File: src/rtl/ram_copy_engine.sv
// Block copy engine driving a dual-port RAM: one word per cycle, memmove-safe
// direction choice, registered-read pipeline with one-cycle FLUSH for the last write.
module ram_copy_engine #(
  parameter int ADDRESS_DEPTH = 16,
  parameter int DATA_WIDTH    = 8,
  parameter int ADDRESS_SIZE  = 4
) (
  input  logic                    clk,
  input  logic                    rst,
  input  logic                    start,
  input  logic [ADDRESS_SIZE-1:0] src_addr,
  input  logic [ADDRESS_SIZE-1:0] dst_addr,
  input  logic [ADDRESS_SIZE:0]   len,
  output logic                    busy,
  output logic                    done,
  output logic                    ram_re,
  output logic [ADDRESS_SIZE-1:0] ram_rd_addr,
  input  logic [DATA_WIDTH-1:0]   ram_rd_data,
  output logic                    ram_we,
  output logic [ADDRESS_SIZE-1:0] ram_wr_addr,
  output logic [DATA_WIDTH-1:0]   ram_wr_data
);

  // state | meaning
  // IDLE  | waiting for start
  // RUN   | issuing reads, writing the previous word
  // FLUSH | writing the final word
  // DONE  | one-cycle completion pulse
  localparam logic [1:0] S_IDLE  = 2'd0;
  localparam logic [1:0] S_RUN   = 2'd1;
  localparam logic [1:0] S_FLUSH = 2'd2;
  localparam logic [1:0] S_DONE  = 2'd3;

  localparam logic [ADDRESS_SIZE:0]   DEPTH   = (ADDRESS_SIZE+1)'(ADDRESS_DEPTH);
  localparam logic [ADDRESS_SIZE:0]   CNT_ONE = (ADDRESS_SIZE+1)'(1);
  localparam logic [ADDRESS_SIZE-1:0] PTR_ONE = ADDRESS_SIZE'(1);

  logic [1:0]              state;
  logic [ADDRESS_SIZE-1:0] rd_ptr;
  logic [ADDRESS_SIZE-1:0] wr_ptr;
  logic [ADDRESS_SIZE:0]   cnt;
  logic                    desc;
  logic                    wr_act;

  logic [ADDRESS_SIZE:0]   len_sat;
  logic [ADDRESS_SIZE-1:0] len_low;
  logic [ADDRESS_SIZE-1:0] diff;
  logic                    start_desc;

  always_comb begin
    len_sat    = (len > DEPTH) ? DEPTH : len;
    len_low    = len_sat[ADDRESS_SIZE-1:0];
    diff       = dst_addr - src_addr;
    // copy from the top down when the destination starts inside the source window
    start_desc = (dst_addr != src_addr) && ({1'b0, diff} < len_sat);
  end

  function automatic logic [ADDRESS_SIZE-1:0] step_ptr(input logic [ADDRESS_SIZE-1:0] p,
                                                       input logic down);
    return down ? (p - PTR_ONE) : (p + PTR_ONE);
  endfunction

  always_ff @(posedge clk or posedge rst) begin
    if (rst) begin
      state  <= S_IDLE;
      rd_ptr <= '0;
      wr_ptr <= '0;
      cnt    <= '0;
      desc   <= 1'b0;
      wr_act <= 1'b0;
    end else begin
      case (state)
        S_IDLE: begin
          if (start) begin
            desc   <= start_desc;
            cnt    <= len_sat;
            wr_act <= 1'b0;
            if (start_desc) begin
              rd_ptr <= src_addr + len_low - PTR_ONE;
              wr_ptr <= dst_addr + len_low - PTR_ONE;
            end else begin
              rd_ptr <= src_addr;
              wr_ptr <= dst_addr;
            end
            state <= (len_sat == '0) ? S_DONE : S_RUN;
          end
        end
        S_RUN: begin
          rd_ptr <= step_ptr(rd_ptr, desc);
          cnt    <= cnt - CNT_ONE;
          wr_act <= 1'b1;
          if (wr_act) wr_ptr <= step_ptr(wr_ptr, desc);
          if (cnt == CNT_ONE) state <= S_FLUSH;
        end
        S_FLUSH: begin
          wr_ptr <= step_ptr(wr_ptr, desc);
          state  <= S_DONE;
        end
        default: state <= S_IDLE;
      endcase
    end
  end

  assign busy        = (state == S_RUN) || (state == S_FLUSH);
  assign done        = (state == S_DONE);
  assign ram_re      = (state == S_RUN);
  assign ram_we      = ((state == S_RUN) && wr_act) || (state == S_FLUSH);
  assign ram_rd_addr = rd_ptr;
  assign ram_wr_addr = wr_ptr;
  assign ram_wr_data = ram_rd_data;

endmodule

File: config.mk
export PLATFORM = sky130hd
export DESIGN_NAME = ram_copy_engine
export DESIGN_NICKNAME = d
export VERILOG_FILES = /design/src/rtl/ram_copy_engine.sv
export SDC_FILE = /design/constraint.sdc
export NUM_CORES = 1
export LEC_CHECK = 0
export CAP_MARGIN = 10
export CELL_PAD_IN_SITES_DETAIL_PLACEMENT = 0
export CELL_PAD_IN_SITES_GLOBAL_PLACEMENT = 1
export CORE_MARGIN = 10
export CORE_UTILIZATION = 33
export CTS_CLUSTER_SIZE = 12
export DETAILED_ROUTE_END_ITERATION = 12
export GPL_ROUTABILITY_DRIVEN = 0
export GPL_TIMING_DRIVEN = 0
export PLACE_DENSITY_LB_ADDON = 0.05
export SYNTH_ARGS = -nofsm -noshare
export SYNTH_HDL_FRONTEND = slang
export SYNTH_SLANG_ARGS = --single-unit
export TNS_END_PERCENT = 20
File: constraint.sdc
create_clock -name clk -period 1.5 [get_ports clk]
set_input_delay 0.3 -clock clk [delete_from_list [all_inputs] [get_ports clk]]
set_output_delay 0.3 -clock clk [all_outputs]
set_load 0.02 [all_outputs]
==> results of run 1 <==
## through the flow
stage	hold WS, ps	instances	instance area [um^2]
after floorplan	226.1	202	1810
after global placement	536.6	307	2248
after detailed placement	532.8	307	2248
after CTS	385.8	318	2447
after global routing	384.2	320	2535
final	368.7	320	2535
## sequential cells by signal, indices dropped and copies added (netlist names)
name,count
ram_wr_addr,4
wr_act,1
cnt,5
state,2
ram_rd_addr,4
desc,1
## cells by family after synthesis
kind of cell	after synthesis	share of synthesized area, %
fa+ha+maj	29	22.66
mux	10	5.807
flops	17	24.08
buf+inv	44	11.83
xor+xnor	15	7.436
compound gates	46	16.71
simple gates	41	11.47
## worst reg2reg max path: cells and delay by family (launching register included)
| family | cells | cell delay (ps) |
|---|---|---|
| AO/OA/AOI/OAI | 3 | 760 |
| adder cells (fa/ha/maj) | 1 | 180 |
| flip-flops | 1 | 420 |
| buffers and inverters | 4 | 520 |
## synth_stat cells
library cell / count
o211ai_2: 1
nand3_1: 9
xor2_1: 3
o31a_1: 2
nor2_1: 8
o22a_1: 2
nor2b_1: 1
nand2_1: 13
mux2_2: 2
nor3_2: 1
o21ai_1: 2
nor3_1: 1
o211ai_1: 3
or2_2: 1
ha_1: 24
nor3b_1: 2
nor4_1: 1
mux2i_1: 8
a32o_1: 2
xnor2_1: 12
a21oi_2: 1
buf_2: 2
dfrtp_1: 17
nand4b_1: 1
a21o_1: 5
buf_4: 9
inv_1: 31
fa_1: 5
a31oi_1: 1
nand3b_1: 2
o21ai_0: 8
nand2b_1: 1
o21a_1: 1
buf_6: 1
a21boi_0: 1
clkbuf_1: 1
a21oi_1: 15
o22ai_1: 2
## placed cells by master (no fill, tap or decap), drive strengths merged, types with 2 or more instances in the layout
cell           netlist  routed
buf                 12      31
ha                  24      24
dlygate4sd2          0      10
xnor2               12      12
inv                 31      30
nand3b               2       2
nand3                9       9
o22ai                2       2
xor2                 3       3
a21o                 5       5
a32o                 2       2
nor3                 2       2
fa                   5       5
o31a                 2       2
dfrtp               17      17
a21oi               16      16
nor3b                2       2
clkbuf               1       4
mux2                 2       2
mux2i                8       8
nor2                 8       8
o211ai               4       4
o22a                 2       2
clkinv               0       2
o21ai               10      10
clkdlybuf4s50        0      13
nand2               13      13
## power breakdown
| part | internal (mW) | switching [mW] |
|---|---|---|
| Clock | 0.184 | 0.170 |
| Combinational | 1.59 | 1.75 |
| Sequential | 0.704 | 0.255 |
## per-layer routing
layer / global-route usage [%] / vias to the layer above / routed length (um)
li1: - / 776 / -
met1: 14.34 / 747 / 2162
met2: 20.62 / 36 / 2502
met3: 4.317 / 4 / 294
met4: 2.571 / 0 / 46
met5: 0 / - / 0
## final timing paths
check / start / to / slack (ps)
hold reg to reg: wr_act / wr_act / 550
setup reg to reg: state[1] / ram_wr_addr[3] / -490
min in group asynchronous: rst / wr_act / 460
hold / removal: dst_addr[1] / ram_wr_addr[1] / 370
setup / recovery: dst_addr[1] / ram_wr_addr[2] / -810
max in group asynchronous: rst / cnt[2] / 590
## what timing repair did
item,in CTS,in global routing
gates cloned,1,0
gates resized for setup,85,32
pin swaps,16,13
buffers inserted,6,3
setup endpoints to repair,29,20
## layout make-up
cell class	count	area (um^2)	share of cell area [%]
clock inverters	1	5.005	0.1974
multi-input cells	141	1315	51.88
plain buffers	13	136.4	5.380
clock buffers	3	41.29	1.629
flip-flops and latches	17	425.4	16.78
well taps	70	87.58	3.455
inverters	31	133.9	5.281
repair buffers	44	390.4	15.40
==> flow_metrics.env, run 1 <==
export IMPL_yosysUniqueCellTypes=38
export IMPL_cp_num_buf_inv=3
export IMPL_path_cells="buf_8 > ha_4 > a21o_1 > a21oi_4 > xor2_1 > ha_1 > nand4b_1 > a21oi_2 > nor3_2 > buf_4 > buf_8 > mux2i_2 > o211ai_1"
export IMPL_wl_per_cell_um=15.64
export IMPL_worst_skew_pair_late_latency_ps=250
export IMPL_grt_pass1_vias=1741
export IMPL_synth_area_per_cell_um2=8.746
export IMPL_io_pins=44
export IMPL_synth_top_area_cell="dfrtp_1"
export IMPL_cts_made_buffers=3
export IMPL_fin_crit_sh_pct=153.7
export IMPL_cpLargestDelayFamily="adder cells"
export IMPL_crit_path_start_kind="input port"
export IMPL_cts_hold_buf=0
export IMPL_path_clk_slew_ps=70
export IMPL_globalRouteTotalUtil_pct=12.13
export IMPL_r2r_cells=8
export IMPL_clk_path_buf_depth=2
export IMPL_status="finished with violations"
export IMPL_yosys_register_bits=17
export IMPL_irDropWorstVdd_uv=916.9
export IMPL_synthesis_nets=255
export IMPL_cp_slowest_cell="ha_1"
export IMPL_diodes=0
export IMPL_max_slew_worst_pin_slew_ps=712.2
export IMPL_die_x_um=93.17
export IMPL_nets=304
export IMPL_rows=26
export IMPL_power_mw=4.654
export IMPL_holdPathStages=3
export IMPL_synth_warnings=0
export IMPL_violations="negative setup slack"
export IMPL_slew_viol_final=0
export IMPL_cts_tree="done"
export IMPL_drt_vias_per_instance=4.884
export IMPL_initial_core_util_pct=34.37
export IMPL_fmax_ghz=0.4338
export IMPL_drt_iter0_markers=44
export IMPL_drv_cap=0
export IMPL_drc=0
export IMPL_fp_dieH_um=93.17
export IMPL_fin_setup_tns_ps=-7132
export IMPL_setup_ws_ps=-805.3
export IMPL_rsz0062_at_grt="yes"
export IMPL_cts_sinks=17
export IMPL_cp_end_kind="flop"
export IMPL_period_needed_ps=2305
export IMPL_core_um2=5140
export IMPL_grt_overflow_total=0
export IMPL_totalWireLength_mm=5.006
export IMPL_cts_root_buffer_cell="clkbuf_8"
export IMPL_antenna_found_initial=0
export IMPL_crit_arrival_ps=2440
export IMPL_drtPass1Iterations=4
export IMPL_vias=1563
export IMPL_worstSetupPathType="input port to flop"
export IMPL_pre_cts_slack_ps=-1604
export IMPL_cp_common_cell="buf_8"
export IMPL_h_tree_depth=1
export IMPL_finalSetupViolCount=13
export IMPL_ant_nets=0
export IMPL_slew_headroom_pct=52.47
export IMPL_hp_class="input port to flop"
export IMPL_critPathMaxFanout=5
export IMPL_slowest_delay_ps=290
export IMPL_syn_inst=202
export IMPL_synth_top_cell_area_share_pct=24.08
export IMPL_grt_first_pass_wirelength_mm=8.631
export IMPL_synth_seq_area_share_pct=24.08
export IMPL_yosys_top_cells_area="dfrtp_1 (24%), ha_1 (17%), inv_1 (6.6%)"
export IMPL_fin_util_pct=49.32
export IMPL_portBuffers=35
export IMPL_cp_required_ps=1630
export IMPL_grt_max_degree=18
export IMPL_drive_gt1_share_pct=30.40
export IMPL_nFillCells=534
export IMPL_area_growth_syn_to_layout_pct=43.48
export IMPL_final_hold_viol_count=0
export IMPL_skew_ps=4.426
export IMPL_path_depth=13
export IMPL_dieArea_um2=8681
export IMPL_power_density_nw_per_um2=1836
export IMPL_synth_cell_area_um2=1767
export IMPL_dp_hpwl_mm=3.968
export IMPL_leakage_nw=1.188
Note: power is estimated with default switching activity, not from simulation.
==> run 2, diff against run 1 <==
Settings changed: ABC_AREA from default to 1.
==> run 2 against run 1 <==
Against the previous run: the flow still finishes with violations (negative setup slack); critical path depth increased by 5; maximum frequency increased by 10%; area after synthesis increased by 6.2%; first-iteration DRC count unchanged; clock skew decreased by 3.5 ps; non-clock buffer count increased by 3; final cell count increased by 20%; sequential share of layout area decreased by 1.3 points; worst hold slack got worse by 33 ps; via count increased by 12%; critical path type unchanged.
==> flow_metrics.env, run 2 <==
export IMPL_status="finished with violations"
export IMPL_violations="negative setup slack"
export IMPL_io_pins=44
export IMPL_cp_required_ps=1690
export IMPL_synth_warnings=0
export IMPL_yosysMostFrequentCell="nand2_1"
export IMPL_final_hold_viol_count=0
export IMPL_area_growth_syn_to_layout_pct=46.73
export IMPL_slew_viol_final=0
export IMPL_holdWs_ps=335.6
export IMPL_vias=1755
export IMPL_yosysUniqueCellTypes=31
export IMPL_cts_hold_buf=0
export IMPL_globalRouteTotalUtil_pct=11.82
export IMPL_path_clk_slew_ps=70
export IMPL_grt_first_pass_wirelength_mm=8.749
export IMPL_irDropWorstVdd_uv=1002
export IMPL_slew_headroom_pct=54.29
export IMPL_drt_vias_per_instance=4.570
export IMPL_period_needed_ps=2095
export IMPL_cts_sinks=17
export IMPL_yosys_top_cells_area="dfrtp_1 (23%), ha_1 (16%), nand2_1 (12%)"
export IMPL_worstSetupPathType="input port to flop"
export IMPL_hp_class="input port to flop"
export IMPL_max_slew_worst_pin_slew_ps=684.9
export IMPL_synth_top_cell_area_share_pct=22.67
export IMPL_fin_crit_sh_pct=139.7
export IMPL_synth_top_area_cell="dfrtp_1"
export IMPL_grt_overflow_total=0
export IMPL_async_flop_share_pct=100.0
export IMPL_synth_area_per_cell_um2=7.331
export IMPL_power_density_nw_per_um2=1717
export IMPL_cts_root_buffer_cell="clkbuf_8"
export IMPL_setup_ws_ps=-594.8
export IMPL_dp_hpwl_mm=4.037
export IMPL_drive_gt1_share_pct=34.62
export IMPL_crit_arrival_ps=2280
export IMPL_portBuffers=35
export IMPL_nets=366
export IMPL_ff_latch_area_um2=425.4
export IMPL_finalSetupViolCount=10
export IMPL_cp_end_kind="flop"
export IMPL_numPlacedInstances=363
export IMPL_multi_input_area_um2=1458
export IMPL_ant_nets=0
export IMPL_skew_ps=0.8800
export IMPL_regMostFlops="cnt"
export IMPL_fmax_ghz=0.4774
export IMPL_rsz0062_at_grt="yes"
export IMPL_clk_path_buf_depth=2
export IMPL_grt_max_degree=18
export IMPL_yosys_register_bits=17
export IMPL_crit_path_start_kind="input port"
export IMPL_critPathMaxFanout=5
export IMPL_dieArea_um2=9104
export IMPL_grt_pass1_vias=1807
export IMPL_core_um2=5507
export IMPL_synthesis_nets=309
export IMPL_drv_cap=0
export IMPL_synth_seq_area_share_pct=22.67
export IMPL_fp_dieH_um=95.42
export IMPL_drt_iter0_markers=44
export IMPL_syn_inst=256
export IMPL_layout_common_cells="nand2_1 (48), inv_1 (36), buf_4 (23)"
export IMPL_fin_setup_tns_ps=-4862
export IMPL_synth_edff_count=0
export IMPL_ys_flop_type="dfrtp_1"
export IMPL_totalWireLength_mm=5.050
export IMPL_h_tree_depth=1
export IMPL_worst_skew_pair_late_latency_ps=250
export IMPL_largest_reg_flops=5
export IMPL_cts_made_buffers=3
export IMPL_power_mw=4.729
export IMPL_initial_core_util_pct=34.08
export IMPL_layout_commonest_cell="nand2_1"
export IMPL_synth_cell_area_um2=1877
export IMPL_diodes=0
export IMPL_die_x_um=95.42
export IMPL_nFillCells=538
export IMPL_synth_common_cells="nand2_1 (61), inv_1 (46), ha_1 (24)"
export IMPL_antenna_found_initial=0
export IMPL_wl_per_cell_um=13.15
export IMPL_drc=0
export IMPL_drtPass1Iterations=4
export IMPL_layout_cells_non_filler=384
export IMPL_rows=27
export IMPL_leakage_nw=1.386
export IMPL_cts_tree="done"
==> run 2: cell count changes after synthesis, moves of 3 or more <==
| cell | before | now |
|---|---|---|
| inv_1 | 31 | 46 |
| mux2i_1 | 8 | 0 |
| nand2_1 | 13 | 61 |
| nor2_1 | 8 | 15 |
| a21oi_1 | 15 | 12 |
| inv_2 | 0 | 3 |
| a21o_1 | 5 | 1 |
| o211ai_1 | 3 | 0 |
| nand3_1 | 9 | 17 |
| xnor2_1 | 12 | 8 |
==> run 2: repair_timing <==
item | 4_1_cts | 5_1_grt
resized for setup | 116 | 23
hold endpoints to repair | 0 | 0
cloned | 1 | 0
pin swaps | 37 | 22
endpoints found under the setup margin | 27 | 20
buffers inserted | 11 | 5
==> run 2: report_power, final <==
group,switching [mW],total (mW),internal [mW]
clock network,0.171,0.359,0.189
logic,1.97,3.42,1.45
registers,0.237,0.947,0.711
==> run 2: routing by layer <==
| metal | vias up | track usage [%] | share of wire (%) |
|---|---|---|---|
| li1 | 919 | - | - |
| met1 | 802 | 14.66 | 45 |
| met2 | 30 | 20.97 | 49 |
| met3 | 4 | 1.650 | 4.8 |
| met4 | 0 | 2.948 | 1.0 |
| met5 | - | 0 | 0 |
==> run 2: path summary, 6_finish.rpt <==
check	start	cells past startpoint	endpoint	slack (ps)
max in group asynchronous	rst	2	desc	610
min in group asynchronous	rst	2	state[0]	450
min reg2reg	cnt[0]	2	cnt[0]	520
min	len[2]	3	cnt[2]	340
max reg2reg	desc	8	ram_rd_addr[3]	-160
max	len[3]	18	ram_wr_addr[3]	-590
==> run 2: through the flow <==
stage	utilization [%]	setup WS [ps]	cell area, um^2
after global placement	43.31	-1455	2385
final	50.01	-594.8	2754
after CTS	48.15	-585.7	2651
after detailed placement	43.31	-1458	2385
after floorplan	-	-628.3	1944
after global routing	50.01	-737.3	2754
==> run 2: critical path: stages <==
cell and delay, ps:
buf_8 100, nor2_4 90, nand2_2 80, nand2_4 90, nand2_4 80, buf_12 130
ha_4 250, inv_2 40, ha_4 150, fa_2 340, nand3b_1 170, nand2_1 90
inv_1 40, nand2_1 40, nand2_1 40, nand2_1 70, nand3_2 70, a21oi_2 130
==> run 2: cell families after synthesis <==
family	synth area share, %
AOI/OAI and AO/OA	12.73
xor gates and xnor gates	5.134
adders and majority gates	21.33
buffers and inverters	13.87
DFF	22.67
and+or+nand+nor	24.27
==> run 2: final cells by class <==
type,instances,share of cell area [%]
clock buffer,4,1.636
buffer,9,2.590
multi-input combinational,181,52.93
sequential,17,15.45
timing repair buffer,51,16.95
tap,72,3.271
inverter,50,7.179
